### config.mk
export PLATFORM = sky130hd
export DESIGN_NAME = pwm_multichannel
export DESIGN_NICKNAME = d
export VERILOG_FILES = /design/src/rtl/pwm_multichannel.sv
export SDC_FILE = /design/constraint.sdc
export NUM_CORES = 1
export LEC_CHECK = 0
export BUFFER_PORTS_ARGS = -buffer_cell sky130_fd_sc_hd__buf_2
export CORE_UTILIZATION = 30
export DETAILED_ROUTE_END_ITERATION = 12
export PLACE_DENSITY = 0.54
export REMOVE_ABC_BUFFERS = 1
export SLEW_MARGIN = 5
export SYNTH_ARGS = -nofsm -noshare
export SYNTH_HDL_FRONTEND = slang
export SYNTH_SLANG_ARGS = --single-unit
### constraint.sdc
create_clock -name clk -period 5.5 [get_ports clk]
set_clock_uncertainty 0.05 [all_clocks]
set_input_delay 0.55 -clock clk [delete_from_list [all_inputs] [get_ports clk]]
set_output_delay 0.55 -clock clk [all_outputs]
set_load 0.03 [all_outputs]
### src/rtl/pwm_multichannel.sv
`default_nettype none
// ============================================================================
//  Module      : pwm_multichannel
//  Description : Multi-channel PWM generator. A shared prescaler and period
//                counter drive NUM_CH comparators, each with its own
//                double-buffered duty register. Shadow duties written from
//                the register file are copied to the active duties only at
//                the period boundary, so a pulse is never cut short or
//                stretched mid-period. Outputs are registered.
//                Optional feature macro: PWM_CENTER_ALIGNED_EN
//                  undefined : edge-aligned counter 0..period_max
//                  defined   : up/down counter 0..period_max..0, reload at
//                              the bottom of the count
//  Revision    : 1.0 - initial release
// ============================================================================
module pwm_multichannel #(
    parameter  int NUM_CH  = 16,
    parameter  int CNT_W   = 8,
    parameter  int PRESC_W = 12,
    localparam int CH_AW   = $clog2(NUM_CH)
) (
    input  logic               clk,
    input  logic               rst_n,
    input  logic [PRESC_W-1:0] presc_div,
    input  logic [CNT_W-1:0]   period_max,
    input  logic [NUM_CH-1:0]  en_out,
    input  logic [NUM_CH-1:0]  en_pwm,
    input  logic               duty_wr_en,
    input  logic [CH_AW-1:0]   duty_wr_ch,
    input  logic [CNT_W-1:0]   duty_wr_data,
    output logic [NUM_CH-1:0]  pwm_out,
    output logic               period_tick
);

    // Channel count widened by one bit so the range check also works when
    // NUM_CH is an exact power of two.
    localparam logic [CH_AW:0] c_num_ch = (CH_AW + 1)'(NUM_CH);

    // ------------------------------------------------------------------------
    // Prescaler
    // ------------------------------------------------------------------------
    logic [PRESC_W-1:0] pre_cnt_q;
    logic [PRESC_W-1:0] pre_cnt_d;
    logic               w_tick;

    // A ">=" compare lets a shrinking presc_div take effect immediately
    // instead of waiting for the counter to wrap around its full width.
    always_comb begin
        w_tick    = (pre_cnt_q >= presc_div);
        pre_cnt_d = w_tick ? '0 : (pre_cnt_q + PRESC_W'(1));
    end

    // Prescaler count register.
    always_ff @(posedge clk) begin
        if (!rst_n) begin
            pre_cnt_q <= '0;
        end else begin
            pre_cnt_q <= pre_cnt_d;
        end
    end

    // ------------------------------------------------------------------------
    // Period counter and reload strobe
    // ------------------------------------------------------------------------
    logic [CNT_W-1:0] cnt_q;
    logic [CNT_W-1:0] cnt_d;
    logic             w_reload;

`ifdef PWM_CENTER_ALIGNED_EN
    typedef enum logic [0:0] {
        DIR_UP = 1'b0,
        DIR_DN = 1'b1
    } dir_t;

    dir_t dir_q;
    dir_t dir_d;
    logic first_q;
    logic first_d;

    // Up/down count. The boundary is the bottom of the down slope, plus the
    // very first tick after reset so the initial duties load straight away.
    always_comb begin
        cnt_d    = cnt_q;
        dir_d    = dir_q;
        first_d  = first_q;
        w_reload = 1'b0;
        if (w_tick) begin
            first_d  = 1'b0;
            w_reload = first_q || ((dir_q == DIR_DN) && (cnt_q == '0));
            if (period_max == '0) begin
                // Degenerate period: hold at zero and reload on every tick.
                cnt_d = '0;
                dir_d = DIR_DN;
            end else if (dir_q == DIR_UP) begin
                if (cnt_q >= period_max) begin
                    dir_d = DIR_DN;
                    cnt_d = cnt_q - CNT_W'(1);
                end else begin
                    cnt_d = cnt_q + CNT_W'(1);
                end
            end else begin
                if (cnt_q == '0) begin
                    dir_d = DIR_UP;
                    cnt_d = CNT_W'(1);
                end else begin
                    cnt_d = cnt_q - CNT_W'(1);
                end
            end
        end
    end

    // Counter, direction and first-tick registers.
    always_ff @(posedge clk) begin
        if (!rst_n) begin
            cnt_q   <= '0;
            dir_q   <= DIR_UP;
            first_q <= 1'b1;
        end else begin
            cnt_q   <= cnt_d;
            dir_q   <= dir_d;
            first_q <= first_d;
        end
    end
`else
    // Edge-aligned count. ">=" again avoids a lockup when period_max is
    // reduced below the current count.
    always_comb begin
        cnt_d    = cnt_q;
        w_reload = 1'b0;
        if (w_tick) begin
            if (cnt_q >= period_max) begin
                cnt_d    = '0;
                w_reload = 1'b1;
            end else begin
                cnt_d = cnt_q + CNT_W'(1);
            end
        end
    end

    // Period counter register.
    always_ff @(posedge clk) begin
        if (!rst_n) begin
            cnt_q <= '0;
        end else begin
            cnt_q <= cnt_d;
        end
    end
`endif

    // ------------------------------------------------------------------------
    // Per-channel duty buffers and comparators
    // ------------------------------------------------------------------------
    logic             w_wr_ok;
    logic [NUM_CH-1:0] w_raw;

    // Writes to channel indices that do not exist are dropped.
    assign w_wr_ok = duty_wr_en && ({1'b0, duty_wr_ch} < c_num_ch);

    for (genvar gi = 0; gi < NUM_CH; gi++) begin : g_ch
        logic [CNT_W-1:0] shadow_q;
        logic [CNT_W-1:0] active_q;
        logic             w_sel;

        assign w_sel = w_wr_ok && (duty_wr_ch == CH_AW'(gi));

        // Shadow takes register-file writes; active copies the shadow only at
        // the boundary. Both are non-blocking, so a write landing in the
        // reload clock is seen by the following boundary, not this one.
        always_ff @(posedge clk) begin
            if (!rst_n) begin
                shadow_q <= '0;
                active_q <= '0;
            end else begin
                if (w_reload) begin
                    active_q <= shadow_q;
                end
                if (w_sel) begin
                    shadow_q <= duty_wr_data;
                end
            end
        end

        // All-ones duty means always high even when period_max is all-ones,
        // where "cnt < duty" alone would drop low for one count.
        assign w_raw[gi] = (active_q == '1) ? 1'b1 : (cnt_q < active_q);
    end

    // ------------------------------------------------------------------------
    // Output stage
    // ------------------------------------------------------------------------
    logic [NUM_CH-1:0] pwm_out_q;
    logic [NUM_CH-1:0] pwm_out_d;

    // Static-high channels bypass the comparator; disabled channels read 0.
    assign pwm_out_d = en_out & (~en_pwm | w_raw);

    // Registered pins: masks and compare results reach the pins one clock
    // later, with no period-boundary synchronisation on the masks.
    always_ff @(posedge clk) begin
        if (!rst_n) begin
            pwm_out_q <= '0;
        end else begin
            pwm_out_q <= pwm_out_d;
        end
    end

    assign pwm_out     = pwm_out_q;
    // Derived from registered state; gated so it reads 0 while in reset.
    assign period_tick = w_reload & rst_n;

endmodule

`default_nettype wire

==> out/metrics.yaml, run 1 <==
status:
  run_status: "finished, final reports clean"
route:
  dr.pass1.iters: 6
  vias: 11800
  ant_nets: 0
  wl_per_cell_um: 17.3
  via_per_inst: 5.10
  drc: 0
  routed_wl_um: 39900
  drt_iter0_drc: 727
global_route:
  grt_pass1_vias: 11400
  grt_use_met2_pct: 27.2
  grt_pass1_wl_um: 62600
  grt.total_usage_pct: 16.6
  met3_usage_pct: 2.70
  top_usage_layer: "met2"
  grt_max_degree: 219
  grt_overflow_total: 0
  grt_use_met1_pct: 22.5
  antenna_found_initial: 5
critical_path:
  rr_worst_depth: 9
  crit_arrival_ns: 3.24
  start_kind: "register"
  reg2reg_to: "pre_cnt_q[8]$_SDFF_PP0_"
  critPathMaxFanout: 90
  timing_worst_setup_path_type: "reg2out"
  reg2reg_from: "pre_cnt_q[0]$_SDFF_PP0_"
  ff2ff_setup_slack_ns: 1.90
  end_kind: "output pin"
  required_ns: 4.90
yosys:
  avgSynthCellArea_um2: 8.56
  synthSimpleGateAreaFrac_pct: 14.7
  synthFlopType: "dfxtp_1"
  yosysSeqAreaShare_pct: 41.2
  synthMuxAreaShare_pct: 9.04
  synth_warnings: 0
  synth_compound_area_share_pct: 16.0
  synth_edf_count: 0
  synthArstFlopShare_pct: 0
  synth_top_family_by_area: "compound AO/OA/AOI/OAI gates"
  post_synth_num_cell_types: 39
  syn_area_um2: 14200
  synthAdderAreaFrac_pct: 11.8
  synth_xor_area_share_pct: 0.618
  ys_seq_elements: 292
  synthCells: 1656
finish:
  n_fill_cell: 4765
  multi_input_area_um2: 7410
  nets: 1879
  drive_gt1_share_pct: 8.64
  finalNonFillerCells: 2310
  syn_to_final_growth_pct: 13.4
  seqCellArea_um2: 5850
clocking:
  cts_setup_buffers: 0
  cts_buffers: 31
  ctsHoldBuffers: 0
  cts_tree: "done"
  cts.htree.levels: 1
  cts.clk_slew.worst_paths_ns: 0.06
  clock_latency_ns: 0.59
  ctsResizeCount: 0
  cts.sink_count: 292
  cts-root-buf: "clkbuf_16"
  cts.path.max_buffers: 3
die:
  dieArea_um2: 48100
  initial_core_util_pct: 30.4
  die_w_um: 219
  row_count: 79
  io_pins: 84
  die_y_um: 219
  core_um2: 46600
power:
  cellLeakagePower_uw: 0.00593
  p_per_area_nw_per_um2: 272
  vdd_drop_max_mv: 0.223
min_path:
  hp-class: "in2reg"
  hold_path_end: "pwm_out[11]$_SDFF_PN0_"
  worstHoldStart: "en_out[11]"
  whs_path_depth: 3
placed_design:
  gp_congestion: 0.800
  io_buffers: 83
  dp.cells: 2252
  place_ws_ns: 1.65
  hpwlAfterDp_um: 23400
timing:
  setup_ws_ns: 1.66
  post-route-period-util_pct: 69.9
  finalHoldViolations: 0
  drv_slew: 0
  setup_viol: 0
  maxSlewHeadroom_pct: 30.6
  fin_crit_ns: 3.84
  fmax_mhz: 260
  tightestPinTransition_ns: 1.04
  grt_setup_unrepaired: "false"
flow_run:
  max_cap_violations: 0
critical path, cell delays in order (launching register included):
cell       delay, ns
dfxtp_1         0.38
inv_1           0.07
ha_1            0.26
nand2b_1        0.13
a2111oi_0       0.43
o32a_1          0.27
and2_4          0.73
nor3_1          0.14
buf_2           0.22
how the worst max path moves through the flow:
stage                            startpoint                        to  cells past startpoint
floorplan             cnt_q[2]$_SDFFE_PN0P_     cnt_q[3]$_SDFFE_PN0P_                      6
global placement               presc_div[0]  pre_cnt_q[11]$_SDFF_PP0_                      9
detailed placement             presc_div[0]   pre_cnt_q[9]$_SDFF_PP0_                      9
CTS                 pre_cnt_q[0]$_SDFF_PP0_               period_tick                      8
global route        pre_cnt_q[0]$_SDFF_PP0_               period_tick                      8
finish              pre_cnt_q[0]$_SDFF_PP0_               period_tick                      8
cell usage after synthesis (all sizes together) (16+ instances only):
master	count	area [µm²]
a21boi	16	120
ha	134	1680
inv	136	510
clkbuf	103	387
nand2	29	109
a21oi	155	776
nor2	169	634
dfxtp	292	5850
o21ai	179	896
o221ai	16	140
nor4	16	100
mux2i	128	1280
a31oi	18	113
nand3	139	696
or4	19	143
o21a	19	143
nand4	38	238
power by group:
| group | total (µW) | leakage, µW | internal, µW | switching, µW |
|---|---|---|---|---|
| Clock | 2040 | 0.000477 | 1180 | 862 |
| Combinational | 193 | 0.00309 | 59.9 | 133 |
| Sequential | 2140 | 0.00236 | 2130 | 10.1 |
| Total | 4380 | 0.00593 | 3370 | 1010 |
kinds of logic after synthesis:
| family | after synthesis |
|---|---|
| xor gates and xnor gates | 10 |
| AOI/OAI and AO/OA | 413 |
| DFF | 292 |
| muxes | 128 |
| and+or+nand+nor | 434 |
| adders and majority gates | 134 |
| buffers and inverters | 245 |
placed cells by master (no fill, tap or decap), types with 2 or more instances in the layout:
cell,instances
dfxtp_1,291
o21ai_0,178
nor2_1,169
a21oi_1,155
nand3_1,139
inv_1,135
ha_1,134
mux2i_1,128
buf_2,83
nand4_1,38
clkbuf_16,31
nand2_1,28
o21a_1,19
or4_1,19
a31oi_1,18
a21boi_0,16
o221ai_1,16
nor4_1,16
buf_4,13
clkbuf_1,12
clkbuf_8,7
or3_1,6
xor2_1,6
nand3b_1,5
nand2b_1,4
and3_1,4
xnor2_1,4
a21o_1,3
clkinv_2,3
diode_2,2
inv_6,2
o31ai_1,2
buf_12,2
flip-flops by register name, summed over array words and instances, names as in the netlist:
signal         flops
pre_cnt_q         12
g_ch.active_q    128
g_ch.shadow_q    128
pwm_out           16
cnt_q              8
layout make-up:
| cell class | instances | share of cell area, % |
|---|---|---|
| flip-flops and latches | 292 | 36.4 |
| inverters | 136 | 3.21 |
| clock inverters | 6 | 0.382 |
| repair buffers | 98 | 3.44 |
| multi-input cells | 1119 | 46.1 |
| diodes | 2 | 0.0311 |
| clock buffers | 50 | 5.71 |
| well taps | 607 | 4.73 |
per-layer routing:
metal / vias to the layer above / wire length, µm
li1: 5877 / -
met1: 5606 / 19300
met2: 244 / 17800
met3: 59 / 1920
met4: 6 / 860
met5: - / 43
through the flow:
step	instance area [µm²]	hold slack [ns]	power (µW)	TNS, ns	util (%)
floorplan	13700	0.387	2280	-92.23	-
global placement	15100	0.397	2380	0	32.4
detailed placement	15100	0.405	2380	0	32.4
CTS	16100	0.142	4430	0	34.5
global route	16100	0.163	4530	0	34.5
finish	16100	0.168	4380	0	34.5
(Power assumes the default switching activity.)
==> run 2, diff against run 1 <==
Clock period 5.5 ns to 4.02 ns, I/O delays scaled along.
==> out/metrics.yaml, run 2 (same netlist as run 1, synthesis figures left out) <==
die:
  io_pins: 84
  die_w_um: 219
  core_um2: 46600
  initial_core_util_pct: 30.4
  dieArea_um2: 48100
  die_y_um: 219
  row_count: 79
power:
  sw_frac_of_total_pct: 22.5
  p_int_uw: 4890
  vdd_drop_max_mv: 0.226
  combPwrFrac_pct: 4.1
  finalPower_uw: 6320
  p_per_area_nw_per_um2: 388
  power.net_switching_uw: 1420
  power_frac_seq_pct: 46.4
  power_frac_clock_pct: 49.4
  cellLeakagePower_uw: 0.00604
timing:
  holdWs_ns: 0.0836
  maxSlewHeadroom_pct: 29.3
  fmax_mhz: 286
  grt_setup_unrepaired: "false"
  finalHoldViolations: 0
  fin_crit_ns: 3.49
  setup_ws_ns: 0.529
  post-route-period-util_pct: 86.8
  setup_viol: 0
  tightestPinTransition_ns: 1.06
  drv_slew: 0
critical_path:
  max_stage_delay_ns: 0.61
  start_kind: "register"
  reg2reg_from: "pre_cnt_q[0]$_SDFF_PP0_"
  critPathSlowestCell: "and2_4"
  end_kind: "output pin"
  crit_start: "pre_cnt_q[0]$_SDFF_PP0_"
  required_ns: 3.57
  cp_top_family: "simple AND/OR/NAND/NOR gates"
  crit_chain: "inv_1, ha_1, nand2b_1, a2111oi_0, o32a_1, and2_4, nor3_1, buf_2"
  cp_num_buf_inv: 2
  critPathMaxFanout: 66
  crit_arrival_ns: 3.04
  timing_worst_setup_path_type: "reg2out"
finish:
  syn_to_final_growth_pct: 14.9
  utilization_pct: 35.0
  nets: 1886
  design_area_um2: 16300
  layout_commonest_cell: "dfxtp_1"
  drive_gt1_share_pct: 9.36
  layout_common_cells: "292 x dfxtp_1, 178 x o21ai_0, 169 x nor2_1"
route:
  ant_nets: 0
  via_per_inst: 5.08
  drc: 0
  routed_wl_um: 39400
  wl_per_cell_um: 17.0
  drt_iter0_drc: 712
  vias: 11800
  dr.pass1.iters: 5
flow_run:
  max_cap_violations: 0
clocking:
  cts_tree: "done"
  clock_latency_ns: 0.52
  cts-root-buf: "clkbuf_16"
  cts.clk_slew.worst_paths_ns: 0.06
  cts.htree.levels: 2
  ctsHoldBuffers: 0
  cts.path.max_buffers: 3
  cts.sink_count: 292
  cts_buffers: 34
  ctsResizeCount: 0
  cts_setup_buffers: 0
min_path:
  worstHoldStart: "en_out[13]"
  hp-class: "in2reg"
global_route:
  grt_pass1_vias: 11300
  grt_pass1_wl_um: 61800
  grt_max_degree: 129
  antenna_found_initial: 3
  grt.total_usage_pct: 16.4
  grt_overflow_total: 0
placed_design:
  gp_congestion: 0.791
  place_ws_ns: 0.779
  io_buffers: 83
  hpwlAfterDp_um: 23800
  postPlaceCellArea_um2: 15200
status:
  run_status: "finished, final reports clean"
-- run 2: changes by cell type in the layout (fill, tap and decap cells not counted), moves of 2 or more --
cell,change
bufinv_16,+2
clkinv_2,+3
clkbuf_16,+3
clkbuf_1,-5
buf_12,+3
-- run 2: final cells by class --
| class | instances | area [µm²] |
|---|---|---|
| fillers | 4753 | 30300 |
| multi-input cells | 1119 | 7410 |
| flip-flops and latches | 292 | 5850 |
| clock buffers | 48 | 973 |
| well taps | 607 | 759 |
| repair buffers | 102 | 621 |
| inverters | 136 | 515 |
| clock inverters | 13 | 161 |
| diodes | 2 | 5.00 |
-- run 2: worst paths after layout --
path / depth (start not counted) / slack (ns) / end
setup / recovery: 8 / 0.53 / period_tick
hold / removal: 3 / 0.08 / pwm_out[13]$_SDFF_PN0_
setup reg to reg: 9 / 0.87 / g_ch[8].active_q[0]$_SDFFE_PN0P_
hold reg to reg: 2 / 0.41 / g_ch[10].active_q[7]$_SDFFE_PN0P_
-- run 2: tightest hold or removal path, stage by stage --
cell and delay (ns):
buf_2 0.09, a31oi_1 0.06, o21ai_0 0.07
-- run 2: per-stage QoR --
step,std cells,setup TNS (ns)
3_3_place_gp,2256,0
6_report,2319,0
3_5_place_dp,2256,0
2_1_floorplan,1547,-284.87
4_1_cts,2317,0
5_1_grt,2317,0
-- run 2: power by group through the flow --
stage / clock network (µW) / registers, µW / logic, µW
3_3_place_gp: 0 / 3000 / 258
4_1_cts: 3200 / 2930 / 264
2_1_floorplan: 0 / 3010 / 115
5_1_grt: 3320 / 2930 / 285
3_5_place_dp: 0 / 3000 / 263
6_report: 3120 / 2930 / 261
-- run 2: metal layers --
layer / up-vias / part of all wire, % / GRT usage [%]
li1: 5902 / - / -
met1: 5592 / 50 / 23.0
met2: 239 / 44 / 26.0
met3: 45 / 4.9 / 2.69
met4: 2 / 1.5 / 3.80
met5: - / 0.033 / 0
